--- src/rtl/cpu_pkg.sv ---
// cpu_pkg: shared fetch front-end types and defaults.
// Contents: XLEN, default reset/trap vectors, sequencer FSM state enum.
package cpu_pkg;
    localparam int XLEN = 32;
    localparam logic [XLEN-1:0] RESET_VECTOR_DEF = 32'h0000_0000;
    localparam logic [XLEN-1:0] TRAP_VECTOR_DEF = 32'h0000_0100;
    typedef enum logic [1:0] {IDLE, FETCH, HOLD, DRAIN} seq_state_t;
endpackage

--- src/rtl/pc_sequencer_if.sv ---
// pc_sequencer_if: fetch sequencer bus bundle.
// Signals: redirect/trap/stall control in, instruction memory request/response,
// decoded instruction out (instr, pc, pc+4) and misalign pulse.
// master = sequencer side, slave = core/memory environment side.
interface pc_sequencer_if;
    import cpu_pkg::*;
    logic            redirect_valid_i;
    logic [XLEN-1:0] redirect_pc_i;
    logic            trap_i;
    logic            stall_i;
    logic            imem_req_o;
    logic [XLEN-1:0] imem_addr_o;
    logic            imem_ack_i;
    logic [XLEN-1:0] imem_rdata_i;
    logic            instr_valid_o;
    logic [XLEN-1:0] instr_o;
    logic [XLEN-1:0] instr_pc_o;
    logic [XLEN-1:0] pc_four_o;
    logic            misalign_o;
    modport master (
        input  redirect_valid_i, redirect_pc_i, trap_i, stall_i, imem_ack_i, imem_rdata_i,
        output imem_req_o, imem_addr_o, instr_valid_o, instr_o, instr_pc_o, pc_four_o, misalign_o
    );
    modport slave (
        output redirect_valid_i, redirect_pc_i, trap_i, stall_i, imem_ack_i, imem_rdata_i,
        input  imem_req_o, imem_addr_o, instr_valid_o, instr_o, instr_pc_o, pc_four_o, misalign_o
    );
endinterface

--- src/rtl/pc_next_sel.sv ---
// pc_next_sel: combinational next-pc priority mux (trap > redirect > pc+4).
// Ports: pc, trap, redirect_valid, redirect_pc in; next_pc, flush (any
// trap/redirect), take_trap (target is the trap vector), misalign out.
// Macro PC_SEQ_MISALIGN_TRAP_EN: a misaligned redirect becomes a trap and
// raises misalign; otherwise the target's low two bits are forced to zero.
module pc_next_sel
    import cpu_pkg::*;
#(
    parameter logic [XLEN-1:0] TRAP_VECTOR = TRAP_VECTOR_DEF
) (
    input  logic [XLEN-1:0] pc,
    input  logic            trap,
    input  logic            redirect_valid,
    input  logic [XLEN-1:0] redirect_pc,
    output logic [XLEN-1:0] next_pc,
    output logic            flush,
    output logic            take_trap,
    output logic            misalign
);
    logic [XLEN-1:0] target;
`ifdef PC_SEQ_MISALIGN_TRAP_EN
    assign target   = redirect_pc;
    assign misalign = redirect_valid && (redirect_pc[1:0] != 2'b00);
`else
    logic unused_low;
    assign unused_low = ^redirect_pc[1:0];
    assign target     = {redirect_pc[XLEN-1:2], 2'b00};
    assign misalign   = 1'b0;
`endif
    assign take_trap = trap || misalign;
    assign flush     = trap || redirect_valid;
    assign next_pc   = take_trap ? TRAP_VECTOR : redirect_valid ? target : pc + XLEN'(4);
endmodule

--- src/rtl/pc_sequencer.sv ---
// pc_sequencer: instruction fetch sequencer (IDLE/FETCH/HOLD/DRAIN).
// Ports: clk_i, reset (async active-low), bus (pc_sequencer_if.master).
// Params: RESET_VECTOR, TRAP_VECTOR.
// Macro PC_SEQ_MISALIGN_TRAP_EN: misaligned redirects trap and pulse misalign_o.
module pc_sequencer
    import cpu_pkg::*;
#(
    parameter logic [XLEN-1:0] RESET_VECTOR = RESET_VECTOR_DEF,
    parameter logic [XLEN-1:0] TRAP_VECTOR  = TRAP_VECTOR_DEF
) (
    input  logic               clk_i,
    input  logic               reset,
    pc_sequencer_if.master     bus
);
    seq_state_t      state, state_d;
    logic [XLEN-1:0] pc, pc_d, pend_pc, pend_pc_d, instr, instr_d, instr_pc, instr_pc_d, next_pc;
    logic            pend_trap, pend_trap_d, valid, valid_d, misalign_q, flush, take_trap, misalign;

    pc_next_sel #(.TRAP_VECTOR(TRAP_VECTOR)) u_sel (
        .pc             (pc),
        .trap           (bus.trap_i),
        .redirect_valid (bus.redirect_valid_i),
        .redirect_pc    (bus.redirect_pc_i),
        .next_pc        (next_pc),
        .flush          (flush),
        .take_trap      (take_trap),
        .misalign       (misalign)
    );

    always_ff @(posedge clk_i or negedge reset) begin
        if (!reset) begin
            state      <= IDLE;
            pc         <= RESET_VECTOR;
            pend_pc    <= RESET_VECTOR;
            pend_trap  <= 1'b0;
            instr      <= '0;
            instr_pc   <= '0;
            valid      <= 1'b0;
            misalign_q <= 1'b0;
        end else begin
            state      <= state_d;
            pc         <= pc_d;
            pend_pc    <= pend_pc_d;
            pend_trap  <= pend_trap_d;
            instr      <= instr_d;
            instr_pc   <= instr_pc_d;
            valid      <= valid_d;
            misalign_q <= misalign;
        end
    end

    always_comb begin
        state_d     = state;
        pc_d        = pc;
        pend_pc_d   = pend_pc;
        pend_trap_d = pend_trap;
        instr_d     = instr;
        instr_pc_d  = instr_pc;
        valid_d     = valid;
        case (state)
            IDLE: begin
                state_d = FETCH;
                pc_d    = flush ? next_pc : pc;
            end
            FETCH: begin
                valid_d = 1'b0;
                if (bus.imem_ack_i && !flush) begin
                    instr_d    = bus.imem_rdata_i;
                    instr_pc_d = pc;
                    valid_d    = 1'b1;
                    // stall only applies to an instruction actually being presented
                    if (bus.stall_i && valid)
                        state_d = HOLD;
                    else
                        pc_d = next_pc;
                end else if (bus.imem_ack_i) begin
                    pc_d = next_pc;
                end else if (flush) begin
                    // the outstanding request cannot be aborted; park the target
                    pend_pc_d   = next_pc;
                    pend_trap_d = take_trap;
                    state_d     = DRAIN;
                end
            end
            HOLD: begin
                if (flush || !bus.stall_i) begin
                    pc_d    = next_pc;
                    valid_d = 1'b0;
                    state_d = FETCH;
                end
            end
            DRAIN: begin
                valid_d = 1'b0;
                // a pending trap outranks any later redirect
                if (flush && (take_trap || !pend_trap)) begin
                    pend_pc_d   = next_pc;
                    pend_trap_d = take_trap || pend_trap;
                end
                if (bus.imem_ack_i) begin
                    pc_d        = pend_pc_d;
                    pend_trap_d = 1'b0;
                    state_d     = FETCH;
                end
            end
        endcase
    end

    assign bus.imem_req_o    = (state == FETCH) || (state == DRAIN);
    assign bus.imem_addr_o   = pc;
    assign bus.instr_valid_o = valid;
    assign bus.instr_o       = instr;
    assign bus.instr_pc_o    = instr_pc;
    assign bus.pc_four_o     = instr_pc + XLEN'(4);
    assign bus.misalign_o    = misalign_q;
endmodule

--- src/flat_wrapper.sv ---
// flat-port wrapper written by rule: the top's interface ports become plain ports
module pc_sequencer_flat import cpu_pkg::*;
#(
    parameter logic [XLEN-1:0] RESET_VECTOR = RESET_VECTOR_DEF,
    parameter logic [XLEN-1:0] TRAP_VECTOR  = TRAP_VECTOR_DEF
)
  (clk_i, reset, bus_redirect_valid_i, bus_redirect_pc_i, bus_trap_i, bus_stall_i, bus_imem_ack_i, bus_imem_rdata_i, bus_imem_req_o, bus_imem_addr_o, bus_instr_valid_o, bus_instr_o, bus_instr_pc_o, bus_pc_four_o, bus_misalign_o);
  pc_sequencer_if bus_i ();
  input  logic clk_i;
  input  logic reset;
  input wire logic [$bits(bus_i.redirect_valid_i)-1:0] bus_redirect_valid_i;
  input wire logic [$bits(bus_i.redirect_pc_i)-1:0] bus_redirect_pc_i;
  input wire logic [$bits(bus_i.trap_i)-1:0] bus_trap_i;
  input wire logic [$bits(bus_i.stall_i)-1:0] bus_stall_i;
  input wire logic [$bits(bus_i.imem_ack_i)-1:0] bus_imem_ack_i;
  input wire logic [$bits(bus_i.imem_rdata_i)-1:0] bus_imem_rdata_i;
  output wire logic [$bits(bus_i.imem_req_o)-1:0] bus_imem_req_o;
  output wire logic [$bits(bus_i.imem_addr_o)-1:0] bus_imem_addr_o;
  output wire logic [$bits(bus_i.instr_valid_o)-1:0] bus_instr_valid_o;
  output wire logic [$bits(bus_i.instr_o)-1:0] bus_instr_o;
  output wire logic [$bits(bus_i.instr_pc_o)-1:0] bus_instr_pc_o;
  output wire logic [$bits(bus_i.pc_four_o)-1:0] bus_pc_four_o;
  output wire logic [$bits(bus_i.misalign_o)-1:0] bus_misalign_o;
  assign bus_i.redirect_valid_i = bus_redirect_valid_i;
  assign bus_i.redirect_pc_i = bus_redirect_pc_i;
  assign bus_i.trap_i = bus_trap_i;
  assign bus_i.stall_i = bus_stall_i;
  assign bus_i.imem_ack_i = bus_imem_ack_i;
  assign bus_i.imem_rdata_i = bus_imem_rdata_i;
  assign bus_imem_req_o = bus_i.imem_req_o;
  assign bus_imem_addr_o = bus_i.imem_addr_o;
  assign bus_instr_valid_o = bus_i.instr_valid_o;
  assign bus_instr_o = bus_i.instr_o;
  assign bus_instr_pc_o = bus_i.instr_pc_o;
  assign bus_pc_four_o = bus_i.pc_four_o;
  assign bus_misalign_o = bus_i.misalign_o;
  pc_sequencer #(.RESET_VECTOR(RESET_VECTOR), .TRAP_VECTOR(TRAP_VECTOR)) u_core (.clk_i(clk_i), .reset(reset), .bus(bus_i));
endmodule
--- config.mk ---
export PLATFORM = sky130hd
export DESIGN_NAME = pc_sequencer_flat
export DESIGN_NICKNAME = d
export VERILOG_FILES = /design/src/rtl/cpu_pkg.sv /design/src/rtl/pc_sequencer_if.sv /design/src/rtl/pc_next_sel.sv /design/src/rtl/pc_sequencer.sv /design/src/flat_wrapper.sv
export SDC_FILE = /design/constraint.sdc
export NUM_CORES = 1
export LEC_CHECK = 0
export CORE_MARGIN = 4
export CORE_UTILIZATION = 44
export CTS_BUF_LIST = sky130_fd_sc_hd__clkbuf_8 sky130_fd_sc_hd__clkbuf_16
export CTS_CLUSTER_DIAMETER = 80
export CTS_CLUSTER_SIZE = 14
export DETAILED_ROUTE_END_ITERATION = 10
export PLACE_DENSITY = 0.84
export SYNTH_ARGS = -nofsm -noshare
export SYNTH_HDL_FRONTEND = slang
export SYNTH_SLANG_ARGS = --single-unit
--- constraint.sdc ---
create_clock -name clk_i -period 1.61 [get_ports clk_i]
set_input_delay 0.322 -clock clk_i [delete_from_list [all_inputs] [get_ports clk_i]]
set_output_delay 0.322 -clock clk_i [all_outputs]
set_load 0.02 [all_outputs]
==> out/qor.yml, run 1 <==
clkSlewWorstSetupHoldPaths_ns: 0.06
ys_async_sr_fraction_pct: 100
clockBufferDepth: 2
slew_violations: 0
drive_above_1_share_pct: 53.4
rsz0062_at_grt: "yes"
crit_fanout: 6
grt_pass1_vias: 7701
grtUsageMet1_pct: 35.3
grt_start_max_net_pins: 43
first_iter_violations: 1058
worst_slew_pin_slew_ns: 0.614
clock-sinks: 132
portBuffers: 197
p_sw_w: 0.00542
skew_ns: 0.0102
syn_avg_cell_area_um2: 10.3
antenna_cells: 0
combPwrFrac_pct: 40.7
die_y_um: 134
cpPeakStageDelay_ns: 0.36
r2r-start: "u_core.state[1]"
vdd_drop_max_uv: 979
area.growth.synth_to_final_pct: 80.2
synth-seq-cells: 132
timing.rr.end: "u_core.bus.imem_addr_o[21]"
r2r_cells: 9
synth.area.top_cells: "dfrtp_1 47%, mux2_2 10%, nand2_1 4.2%, xnor2_1 3.9%, o21ai_0 2.2%"
criticalPathCategory: "reg2out"
yosysSeqAreaShare_pct: 47.4
gp_congestion: 0.891
cp.arrival_ns: 2.13
ant_nets: 0
maxCapViolations: 0
p_seq_share_pct: 30.3
cts_max_level: 4
grt_use_met3_pct: 6.64
hold-worst-slack_ns: 0.386
syn_inst: 679
clock_latency_ns: 0.44
synth_edf_count: 0
start_util_pct: 45.3
syn_nets: 751
power_density_nw_per_um2: 1200
routed-via-count: 8171
finalNonFillerCells: 1278
final.period_utilization_pct: 153
cp_slowest_cell: "dfrtp_2"
path_cells: "and4_4 -> and3_4 -> nor3b_4 -> buf_6 -> buf_4 -> nand3_4 -> xnor2_2 -> buf_4"
die_area_um2: 17900
p_int_w: 0.00963
grt_usage_pct: 29.3
crit_top_cell: "buf_4"
setup_violations: 93
final.setup.worst_slack_ns: -0.846
synth_flop_cell: "dfrtp_1"
antenna_found_initial: 0
clkPwrFrac_pct: 29.0
routed_wl_mm: 33.6
nNetsFinal: 1126
relSlewSlack_pct: 59.0
required_ns: 1.29
yosysUniqueCellTypes: 72
grt_use_met2_pct: 49.2
post-route-min-period_ns: 2.46
core.rowCount: 45
switching_share_pct: 36.0
grt.overflow.total: 0
violations: "setup timing"
end_kind: "output port"
cts_tree: "yes"
synth_area_um2: 6960
drtPass1Iterations: 9
synth_top_area_share_pct: 47.4
p_leak_nw: 5.72
wl_per_cell_um: 26.3
viasPerCell: 6.39
cts-buffers-inserted: 17
finalPower_w: 0.0151
die_w_um: 134
grt_most_used_layer: "met2"
root_buffer: "clkbuf_16"
pin_count: 201
yosysTopAreaCell: "dfrtp_1"
final_hold_viol_count: 0
remaining_drc_errors: 0
dp_cells: 1180
max_freq_mhz: 407
detailed_place_hpwl_mm: 16.2
core_area_um2: 15400
cp-start-kind: "flip-flop"
grt_pass1_wl_mm: 41.4
status: "finished with violations"
hp-class: "in2async"
r2r_setup_slack_ns: -0.30
synth_warnings: 0
final cells by class:
| class | count | area, um2 |
|---|---|---|
| Multi-Input combinational cell | 495 | 4500 |
| Tap cell | 211 | 264 |
| Inverter | 7 | 26.3 |
| Timing Repair Buffer | 401 | 3750 |
| Sequential cell | 132 | 3350 |
| Clock buffer | 23 | 508 |
| Fill cell | 753 | 2830 |
| Clock inverter | 9 | 149 |
worst max-delay path, delay by kind of cell, from the launching register on:
family | cells | cell delay (ns)
flops | 1 | 0.36
buf+inv | 3 | 0.43
simple gates | 4 | 0.75
xor+xnor | 1 | 0.15
timing repair:
action / 4_1_cts / 5_1_grt
cloned: 8 / 1
hold buffers: 1 / 0
pin swaps: 59 / 42
resized for setup: 441 / 182
hold endpoints to repair: 38 / 0
endpoints found under the setup margin: 246 / 162
buffers inserted: 27 / 36
registers in the layout, summed over array words and instances (netlist names):
name / count
u_core.state: 2
u_core.pend_pc: 32
u_core.bus.instr_valid_o: 1
u_core.bus.imem_addr_o: 32
u_core.bus.instr_pc_o: 32
u_core.bus.instr_o: 32
u_core.pend_trap: 1
cells by family (layout without fill, tap and decap cells):
logic type,after synthesis,count (layout),synth area share (%)
buffers and inverters,55,440,3.70
AOI/OAI and AO/OA,148,150,14.2
other,1,1,0.0539
DFF,132,132,47.4
xor gates and xnor gates,40,40,5.03
muxes,66,66,10.6
adders and majority gates,2,2,0.359
and+or+nand+nor,235,236,18.6
placed cells by master (no fill, tap or decap), drive strengths merged, types with 4 or more instances in the layout:
cell type / netlist / layout
buf: 29 / 244
nor3: 11 / 11
inv: 7 / 9
nand2b: 16 / 16
clkbuf: 19 / 41
and2: 5 / 5
dlygate4sd2: 0 / 46
nor2: 37 / 37
mux2: 63 / 63
and3: 10 / 10
dfrtp: 132 / 132
xor2: 9 / 9
a22o: 16 / 16
xnor2: 31 / 31
nor4: 7 / 7
bufinv: 0 / 4
o21ai: 35 / 35
a22oi: 5 / 5
nand2: 78 / 78
and4: 9 / 9
nand3: 31 / 31
a21o: 9 / 9
nand4: 18 / 18
a31oi: 19 / 19
clkdlybuf4s50: 0 / 64
a21oi: 29 / 29
o31ai: 4 / 4
clkdlybuf4s15: 0 / 28
metal layers:
layer  vias to the layer above  part of all wire [%]  routed length, um
met1                      3885                    34              11400
met5                         -                     0                  0
met4                         0                   7.9               2660
met3                       280                    11               3870
li1                       3222                     -                  -
met2                       784                    47              15700
synthesized netlist by cell type, types with 3 or more instances:
cell type / n
xor2_1: 9
mux2i_1: 3
clkbuf_1: 17
a22oi_1: 5
nand3_1: 28
nand2_1: 78
nor2_1: 36
nor3_1: 8
a31oi_1: 19
nor3_2: 3
o31ai_1: 4
nand4_1: 15
a22o_1: 16
and4_1: 6
inv_1: 7
xnor2_1: 31
a21o_1: 9
buf_4: 5
nand2b_1: 16
and3_1: 10
o21ai_0: 31
nor2b_1: 3
nor4_1: 4
mux2_2: 63
a21oi_1: 27
o211ai_1: 3
dfrtp_1: 132
and2_1: 5
buf_2: 24
o21ai_1: 3
power by group through the flow:
stage / logic [W] / clock network (W) / registers [W]
floorplan: 0.00173 / 0 / 0.00533
global placement: 0.00537 / 0 / 0.00441
detailed placement: 0.00548 / 0 / 0.00447
CTS: 0.00544 / 0.00429 / 0.00445
global route: 0.00636 / 0.00450 / 0.00461
finish: 0.00613 / 0.00437 / 0.00455
how the worst max path moves through the flow:
stage	startpoint	endpoint	slack (ns)	cells after the start
finish	u_core.bus.instr_pc_o[7]	bus_pc_four_o[22]	-0.85	8
global route	u_core.bus.instr_pc_o[7]	bus_pc_four_o[26]	-0.93	7
global placement	u_core.bus.instr_pc_o[7]	bus_pc_four_o[26]	-0.76	7
CTS	u_core.bus.instr_pc_o[7]	bus_pc_four_o[26]	-0.78	7
floorplan	u_core.bus.instr_pc_o[4]	bus_pc_four_o[26]	-0.36	5
detailed placement	u_core.bus.instr_pc_o[7]	bus_pc_four_o[31]	-0.79	7
stage by stage:
step	area (um2)	setup TNS, ns	utilization, %	setup slack [ns]
2_1_floorplan	7280	-5.40	-	-0.362
3_3_place_gp	10500	-64.31	68.2	-0.762
3_5_place_dp	10500	-69.30	68.2	-0.785
4_1_cts	11800	-17.73	76.7	-0.781
5_1_grt	12500	-29.94	81.6	-0.929
6_report	12500	-26.07	81.6	-0.846
(Power assumes the default switching activity.)
==> run 2, diff against run 1 <==
PLACE_DENSITY = 0.83   (was 0.84)
SYNTH_HIERARCHICAL = 1   (was default)
==> run 2 against run 1 <==
Against the previous run: the flow finishes with violations (DRC, setup timing); clock skew is 0.012 ns higher; total power increased by 9.0%; via count is 3.6% higher; sequential power increased by 5.7%; synthesized cell count down 9.9%; non-clock buffer count rose by 15; first-iteration DRC count rose by 33%; synthesized area is 3.3% higher; worst hold slack worse by 0.083 ns; largest power group unchanged.
==> out/qor.yml, run 2 <==
clockBufferDepth: 2
routed_wl_mm: 43.0
grt_start_max_net_pins: 40
end_kind: "flip-flop"
grt.overflow.total: 0
hold-worst-slack_ns: 0.303
drive_above_1_share_pct: 63.0
detailed_place_hpwl_mm: 18.1
cpPeakStageDelay_ns: 0.62
synth.area.top_cells: "dfrtp_1 46%, mux2_2 25%, xnor2_1 3.4%, nor2_1 1.6%, nand4_1 1.5%"
syn_inst: 612
syn_nets: 684
core_area_um2: 15900
start_util_pct: 45.1
synth_edf_count: 0
die_w_um: 136
antenna_cells: 0
routed-via-count: 8465
yosysMostFrequentCell: "mux2_2"
die_y_um: 136
worst_slew_pin_slew_ns: 0.702
synth_warnings: 6
nNetsFinal: 1081
ant_nets: 0
crit_buf_inv: 0
path_cells: "nand2_1 -> or4_4 -> or4_4 -> a311oi_4 -> mux2_4 -> mux2_4"
slew_violations: 0
cts-buffers-inserted: 17
core.rowCount: 46
vdd_drop_max_uv: 835
crit_fanout: 4
grt_usage_pct: 37.5
relSlewSlack_pct: 53.1
antenna_found_initial: 2
clkSlewWorstSetupHoldPaths_ns: 0.06
synth_top_area_share_pct: 46.3
max_freq_mhz: 365
required_ns: 1.99
cp_slowest_cell: "or4_4"
first_iter_violations: 1408
fill_cells: 552
violations: "DRC, setup timing"
criticalPathCategory: "reg2reg"
rsz0062_at_grt: "yes"
whs_path_depth: 4
portBuffers: 198
ys_async_sr_fraction_pct: 100
final_common_cell: "buf_4"
gp_congestion: 0.876
wl_per_cell_um: 34.8
grt_pass1_vias: 8201
crit_family: "simple AND/OR/NAND/NOR gates"
synth_area_um2: 7190
status: "finished with violations"
final_cell_mix: "160 x buf_4, 135 x mux2_4, 99 x dfrtp_1"
path_depth: 6
ys_top_cells_by_count: "158 x mux2_2, 133 x dfrtp_1, 30 x nor2_1, 28 x xnor2_1, 27 x nand2_1"
grt_pass1_wl_mm: 51.6
setup_tns_ns: -72.21
power_density_nw_per_um2: 1200
yosysTopAreaCell: "dfrtp_1"
cp.arrival_ns: 3.12
dp_slack_ns: -1.05
drtPass1Iterations: 8
r2r_cells: 6
post-route-min-period_ns: 2.74
synth_flop_cell: "dfrtp_1"
setup_violations: 164
syn_avg_cell_area_um2: 11.8
viasPerCell: 6.84
root_buffer: "clkbuf_16"
yosysSeqAreaShare_pct: 46.3
p_leak_nw: 7.08
final.period_utilization_pct: 170
cts_tree: "yes"
synth-seq-cells: 133
hp-class: "in2reg"
area.growth.synth_to_final_pct: 89.9
clock_latency_ns: 0.46
pin_count: 201
remaining_drc_errors: 3
die_area_um2: 18500
final.setup.worst_slack_ns: -1.13
final_hold_viol_count: 0
yosysUniqueCellTypes: 55
maxCapViolations: 0
cts_max_level: 4
cp-start-kind: "flip-flop"
clock-sinks: 133
skew_ns: 0.0226
[run 2: cell families after synthesis]
logic type                 count (synthesis)  share of synthesized area, %
muxes                                    161                          25.2
and+or+nand+nor                          155                          12.8
DFF                                      133                          46.3
AOI/OAI and AO/OA                         63                          6.26
buffers and inverters                     58                          4.37
xor gates and xnor gates                  39                          4.75
adders and majority gates                  2                         0.348
other                                      1                        0.0521
[run 2: where the power goes]
group | leakage, nW | internal [W] | switching [W]
clock network | 0.273 | 0.00233 | 0.00182
logic | 5.16 | 0.00360 | 0.00384
registers | 1.65 | 0.00407 | 0.000744
[run 2: what timing repair did]
action / in CTS / in global routing
cloned: 11 / 6
buffers inserted: 30 / 52
setup endpoints to repair: 259 / 246
hold endpoints to repair: 32 / 0
pin swaps: 53 / 51
hold buffers: 1 / 0
resized for setup: 373 / 222
[run 2: final timing paths]
kind / from / to / slack, ns
worst max-delay path: u_core/bus.imem_addr_o[13] / u_core/bus.imem_addr_o[23] / -1.13
worst min-delay path: bus_trap_i / u_core/pend_trap / 0.30
worst max register to register: u_core/bus.imem_addr_o[13] / u_core/bus.imem_addr_o[23] / -1.13
worst min register to register: u_core/bus.instr_o[27] / u_core/bus.instr_o[27] / 0.51
max in group asynchronous: reset / u_core/bus.imem_addr_o[10] / 0.58
min in group asynchronous: reset / u_core/pend_pc[18] / 0.36
[run 2: metal layers]
layer	up-vias	routed length, um	GRT usage, %
met1	4051	13800	40.6
met2	946	18800	62.3
met3	424	5740	12.1
li1	3038	-	-
met5	-	62	0
met4	6	4680	26.1
[run 2: cell type report]
type / count / area, um2 / area share [%]
Timing Repair Buffer: 416 / 4280 / 31.3
Inverter: 18 / 72.6 / 0.531
Clock inverter: 14 / 153 / 1.12
Tap cell: 216 / 270 / 1.98
Sequential cell: 133 / 3370 / 24.7
Clock buffer: 18 / 439 / 3.22
Multi-Input combinational cell: 423 / 5080 / 37.2
[run 2: through the flow]
step	std cells	total power, W	utilization, %	cell area [um2]
2_1_floorplan	612	0.00772	-	8130
3_3_place_gp	1126	0.0106	70.5	11200
3_5_place_dp	1126	0.0109	70.5	11200
4_1_cts	1197	0.0152	80.0	12800
5_1_grt	1238	0.0167	85.7	13700
6_report	1238	0.0164	85.7	13700
[run 2: tightest hold or removal path, cell delays in order]
cell and delay, ns:
clkbuf_2 0.11, buf_4 0.14, nand2_1 0.06, o21ai_0 0.07
